### config.mk
export PLATFORM = sky130hd
export DESIGN_NAME = booth_r8_seq
export DESIGN_NICKNAME = d
export VERILOG_FILES = /design/src/rtl/booth_r8_seq.sv
export SDC_FILE = /design/constraint.sdc
export NUM_CORES = 1
export LEC_CHECK = 0
export ABC_CLOCK_PERIOD_IN_PS = 7300
export CAP_MARGIN = 0
export CORE_ASPECT_RATIO = 0.75
export CORE_UTILIZATION = 43
export DETAILED_ROUTE_END_ITERATION = 6
export GPL_TIMING_DRIVEN = 0
export PLACE_DENSITY = 0.66
export SLEW_MARGIN = 20
export SYNTH_ARGS = -nofsm -noshare
export SYNTH_HDL_FRONTEND = slang
export SYNTH_SLANG_ARGS = --single-unit
### constraint.sdc
create_clock -name Clock -period 7.3 [get_ports Clock]
set_clock_uncertainty 0.05 [all_clocks]
set_input_delay 1.46 -clock Clock [delete_from_list [all_inputs] [get_ports Clock]]
set_output_delay 1.46 -clock Clock [all_outputs]
set_load 0.02 [all_outputs]
### src/rtl/booth_r8_seq.sv
// booth_r8_seq: handshaked sequential radix-8 Booth multiplier, signed or unsigned per operation
module booth_r8_seq #(
  parameter int N = 8
) (
  input  logic           Clock,
  input  logic           Resetn,
  input  logic           Start,
  input  logic           Signed,
  input  logic [N-1:0]   Mplier,
  input  logic [N-1:0]   Mcand,
  output logic           Busy,
  output logic           Done,
  output logic [2*N-1:0] Product
);
  localparam int K = (N + 3) / 3;
  localparam int W = 3 * K;
  localparam int MW = 2 * N + 3;
  localparam int CW = $clog2(K);
  typedef enum logic [1:0] {IDLE, PRE, ITER, FIN} state_t;
  state_t state, state_n;
  logic [W:0] mp;
  logic [MW-1:0] m, m3, acc, mag, pp, acc_n;
  logic [CW-1:0] cnt;
  logic [2:0] sum, dmag;
  logic neg, last, load;
  always_comb begin
    sum = {1'b0, mp[2], 1'b0} + {2'b0, mp[1]} + {2'b0, mp[0]};
    neg = mp[3];
    dmag = neg ? 3'd4 - sum : sum;
    mag = dmag == 3'd1 ? m : dmag == 3'd2 ? m << 1 : dmag == 3'd3 ? m3 : dmag == 3'd4 ? m << 2 : '0;
    pp = neg ? -mag : mag;
    acc_n = acc + pp;
    last = cnt == CW'(K - 1);
    load = Start && (state == IDLE || state == FIN);
    state_n = state == IDLE ? (Start ? PRE : IDLE) :
              state == PRE  ? ITER :
              state == ITER ? (last ? FIN : ITER) :
              (Start ? PRE : IDLE);
    Busy = state == PRE || state == ITER;
    Done = state == FIN;
  end
  always_ff @(posedge Clock or negedge Resetn)
    if (!Resetn) state <= IDLE;
    else state <= state_n;
  // the multiplicand and 3M shift left as the multiplier shifts right, so each digit lands at weight 8^i
  always_ff @(posedge Clock or negedge Resetn)
    if (!Resetn) begin
      mp <= '0;
      m <= '0;
      m3 <= '0;
      acc <= '0;
      cnt <= '0;
      Product <= '0;
    end else begin
      if (load) begin
        mp <= {{(W-N){Signed & Mplier[N-1]}}, Mplier, 1'b0};
        m <= {{(N+3){Signed & Mcand[N-1]}}, Mcand};
      end
      if (state == PRE) begin
        m3 <= m + (m << 1);
        acc <= '0;
        cnt <= '0;
      end
      if (state == ITER) begin
        acc <= acc_n;
        cnt <= cnt + CW'(1);
        mp <= mp >> 3;
        m <= m << 3;
        m3 <= m3 << 3;
        if (last) Product <= acc_n[2*N-1:0];
      end
    end
endmodule

==> results.cfg <==
[worst_hold_path]
hold_path_depth = 2
hp-start = Product[9]$_DFFE_PN0P_
hold-path-endpoint = Product[9]$_DFFE_PN0P_
hold_path.class = reg2reg

[die]
rows = 36
die-width_um = 137
fp.dieH_um = 103
initial_utilization = 0.446
ios = 38
coreArea_sq_mm = 0.0132
floorplan.die_area_sq_mm = 0.0141

[synthesis]
post_synth_num_cell_types = 70
synth-edff-count = 0
synthesis.instances = 686
ys_ff_latch = 78
synthesized_area_per_cell_sq_um = 8.55
synth.cell_area_sq_mm = 0.00587
synth_top_area_frac = 0.333
synth.net_count = 748
synth_sequential_area_ratio = 0.333
synth_largest_area_cell = sky130_fd_sc_hd__dfrtp_1
postSynth.topFlopCell = sky130_fd_sc_hd__dfrtp_1
proportion_of_register_bits_with_asynchronous_set_or_reset_after_synthesis = 1.00
warnings_synthesis = 0
area_contributors_post_synth = sky130_fd_sc_hd__dfrtp_1 (33%), sky130_fd_sc_hd__ha_1 (8.5%), sky130_fd_sc_hd__nand2_1 (5.4%), sky130_fd_sc_hd__o21ai_0 (4.4%), sky130_fd_sc_hd__a21oi_1 (4.2%)

[sta]
max_fclk_mhz = 163
setup_tns_after_final_layout_ns = 0
slew_viol_final = 0
setup-violations-final = 0
grt_setup_unrepaired = no
final_hold_vio_count = 0
max_slew.worst_pin.slew_ns = 0.753
final.period_utilization = 0.839
period_minus_slack_ns = 6.13
setup_ws_ns = 1.17
slew-limit-headroom = 0.498

[routing]
drt-pass1-iter-count = 5
postRouteWirelength_um = 16400
average_wire_per_cell_in_the_routed_design_um = 18.0
vias = 5361
remaining_routing_drc_violations = 0
drt.antenna.violating_nets = 0
drt_iter0_markers = 538
vias_per_cell = 5.88

[cts]
tritoncts = yes
path_clk_slew_ns = 0.06
clk-insertion-delay-late_ns = 0.35
cts_num_sinks = 78
post_cts_resized = 0
cts.root.buffer_cell = sky130_fd_sc_hd__clkbuf_16
cts_buffers = 9
cts_max_path_buffers = 2
postCtsSetupRepairBufs = 0
cts.htree.levels = 3
cts-hold-fix-buffers = 0

[final_layout]
seq_area_sq_mm = 0.00195
design_area_sq_mm = 0.00680
layout-area-overhead-vs-synth_pct = 15.9
fillCellCount = 1238
drive_above_1_share = 0.0838
diodes = 0
multi_input_area_sq_mm = 0.00358
layout.nets = 797

[placed_design]
pre_cts_ws_ns = 1.40
post_dp_hpwl_um = 12500
placement.io_buffers = 37
gp_congestion = 0.927
placed_cell_area_sq_mm = 0.00647

[worst_setup_path]
timing.setup.critical_path_class = reg2reg
arrival_ns = 6.33
worstPathRequired_ns = 7.51
reg2reg_setup_slack_ns = 1.17
crit_path_max_fanout = 10
worst_setup_path_end_kind = register
crit-reg2reg-launch = mp[0]$_DFFE_PN0P_
startpoint_type = register
reg2reg_to = acc[15]$_DFFE_PN0P_
ff2ff_path_depth = 22

[global_route]
pin_count_of_the_biggest_net_entering_global_routing = 41
overflow = 0
first_global_vias = 5124
initial_antenna_violation_count = 0
grtUsageTotal = 0.251
wire_length_of_the_first_global_routing_pass_um = 26800

[run]
max-cap-violations = 0

[run_status]
outcome = finished, final reports clean
[logic make-up (layout without fill, tap and decap cells)]
| kind of cell | count (synthesis) | after routing | share of synthesized area |
|---|---|---|---|
| and+or+nand+nor | 225 | 225 | 0.184 |
| buffers and inverters | 74 | 128 | 0.0567 |
| AOI/OAI and AO/OA | 202 | 202 | 0.229 |
| muxes | 25 | 25 | 0.0439 |
| xor gates and xnor gates | 40 | 40 | 0.0610 |
| adders and majority gates | 42 | 42 | 0.0921 |
| DFF | 78 | 78 | 0.333 |
[metal layers]
layer	up-vias	share of wire	GRT usage
met4	0	0.016	0.0668
met5	-	0	0
met3	28	0.068	0.0560
met1	2594	0.49	0.357
li1	2563	-	-
met2	176	0.42	0.381
[worst max-delay path: stages (launching register included)]
cell and delay (ns):
sky130_fd_sc_hd__dfrtp_1 0.39, sky130_fd_sc_hd__ha_1 0.22, sky130_fd_sc_hd__ha_1 0.42, sky130_fd_sc_hd__buf_4 0.24
sky130_fd_sc_hd__buf_4 0.20, sky130_fd_sc_hd__buf_4 0.20, sky130_fd_sc_hd__a21bo_2 0.14, sky130_fd_sc_hd__a221oi_1 0.08
sky130_fd_sc_hd__o41ai_1 0.13, sky130_fd_sc_hd__nand4_1 0.20, sky130_fd_sc_hd__or2_2 0.33, sky130_fd_sc_hd__or4_1 0.47
sky130_fd_sc_hd__o21ai_0 0.24, sky130_fd_sc_hd__xnor2_1 0.18, sky130_fd_sc_hd__ha_1 0.33, sky130_fd_sc_hd__and3_1 0.26
sky130_fd_sc_hd__and3_1 0.18, sky130_fd_sc_hd__a211o_1 0.33, sky130_fd_sc_hd__o41ai_1 0.65, sky130_fd_sc_hd__o21ai_0 0.33
sky130_fd_sc_hd__nor3_1 0.26, sky130_fd_sc_hd__mux2i_1 0.11, sky130_fd_sc_hd__o2111ai_1 0.08
[synthesized netlist by cell type, types with 7 or more instances]
master / instances
sky130_fd_sc_hd__dfrtp_1: 78
sky130_fd_sc_hd__nand3_1: 13
sky130_fd_sc_hd__nand2_1: 85
sky130_fd_sc_hd__nor3_1: 20
sky130_fd_sc_hd__o21ai_0: 51
sky130_fd_sc_hd__mux2i_1: 19
sky130_fd_sc_hd__nor2b_1: 11
sky130_fd_sc_hd__nor2_1: 46
sky130_fd_sc_hd__xnor2_1: 26
sky130_fd_sc_hd__buf_4: 7
sky130_fd_sc_hd__o22ai_1: 17
sky130_fd_sc_hd__inv_1: 33
sky130_fd_sc_hd__ha_1: 40
sky130_fd_sc_hd__nand2b_1: 13
sky130_fd_sc_hd__a21oi_1: 49
sky130_fd_sc_hd__xor2_1: 13
sky130_fd_sc_hd__and3_1: 8
sky130_fd_sc_hd__o31ai_1: 8
sky130_fd_sc_hd__clkbuf_1: 22
[metrics by stage]
step,hold slack [ns],cells,utilization
after floorplan,0.403,686,-
after global placement,0.417,894,0.490
after detailed placement,0.420,895,0.492
after CTS,0.433,911,0.517
after global routing,0.464,911,0.517
final,0.430,911,0.517
[worst max path at each step]
stage	start	endpoint	cells past startpoint
floorplan	mp[0]$_DFFE_PN0P_	acc[15]$_DFFE_PN0P_	22
global placement	mp[0]$_DFFE_PN0P_	acc[15]$_DFFE_PN0P_	22
detailed placement	mp[0]$_DFFE_PN0P_	acc[15]$_DFFE_PN0P_	22
CTS	mp[0]$_DFFE_PN0P_	acc[15]$_DFFE_PN0P_	22
global route	mp[0]$_DFFE_PN0P_	acc[15]$_DFFE_PN0P_	22
finish	mp[0]$_DFFE_PN0P_	acc[15]$_DFFE_PN0P_	22
[registers in the layout (all words and copies together), names as in the netlist]
register,count
cnt,2
state,2
mp,10
m3,16
m,16
acc,16
Product,16
[placed cells by master (no fill, tap or decap), types with 4 or more instances in the layout]
cell	synthesis	final
sky130_fd_sc_hd__nand2_1	85	85
sky130_fd_sc_hd__dfrtp_1	78	78
sky130_fd_sc_hd__o21ai_0	51	51
sky130_fd_sc_hd__a21oi_1	49	49
sky130_fd_sc_hd__nor2_1	46	46
sky130_fd_sc_hd__ha_1	40	40
sky130_fd_sc_hd__clkdlybuf4s50_1	0	36
sky130_fd_sc_hd__inv_1	33	33
sky130_fd_sc_hd__xnor2_1	26	26
sky130_fd_sc_hd__clkbuf_1	22	22
sky130_fd_sc_hd__nor3_1	20	20
sky130_fd_sc_hd__mux2i_1	19	19
sky130_fd_sc_hd__o22ai_1	17	17
sky130_fd_sc_hd__nand2b_1	13	13
sky130_fd_sc_hd__xor2_1	13	13
sky130_fd_sc_hd__nand3_1	13	13
sky130_fd_sc_hd__nor2b_1	11	11
sky130_fd_sc_hd__clkbuf_16	0	9
sky130_fd_sc_hd__buf_4	7	8
sky130_fd_sc_hd__o31ai_1	8	8
sky130_fd_sc_hd__and3_1	8	8
sky130_fd_sc_hd__a221oi_1	6	6
sky130_fd_sc_hd__a211oi_1	6	6
sky130_fd_sc_hd__a21o_1	6	6
sky130_fd_sc_hd__mux2_2	6	6
sky130_fd_sc_hd__buf_2	5	5
sky130_fd_sc_hd__o21a_1	5	5
sky130_fd_sc_hd__a221o_1	4	4
sky130_fd_sc_hd__a22oi_1	4	4
sky130_fd_sc_hd__a21bo_2	4	4
sky130_fd_sc_hd__or2_2	4	4
sky130_fd_sc_hd__and2_1	4	4
sky130_fd_sc_hd__a31o_2	4	4
[cell type report]
cell class | count | area share
Clock inverter | 6 | 0.0138
Multi-Input combinational cell | 534 | 0.527
Inverter | 34 | 0.0188
Clock buffer | 10 | 0.0351
Tap cell | 171 | 0.0315
Timing Repair Buffer | 38 | 0.0570
Sequential cell | 78 | 0.287
Buffer | 40 | 0.0302
Power is left out: the tool's default activity adds up to more than one toggle a clock period on the data nets, which glitch-free logic cannot reach.
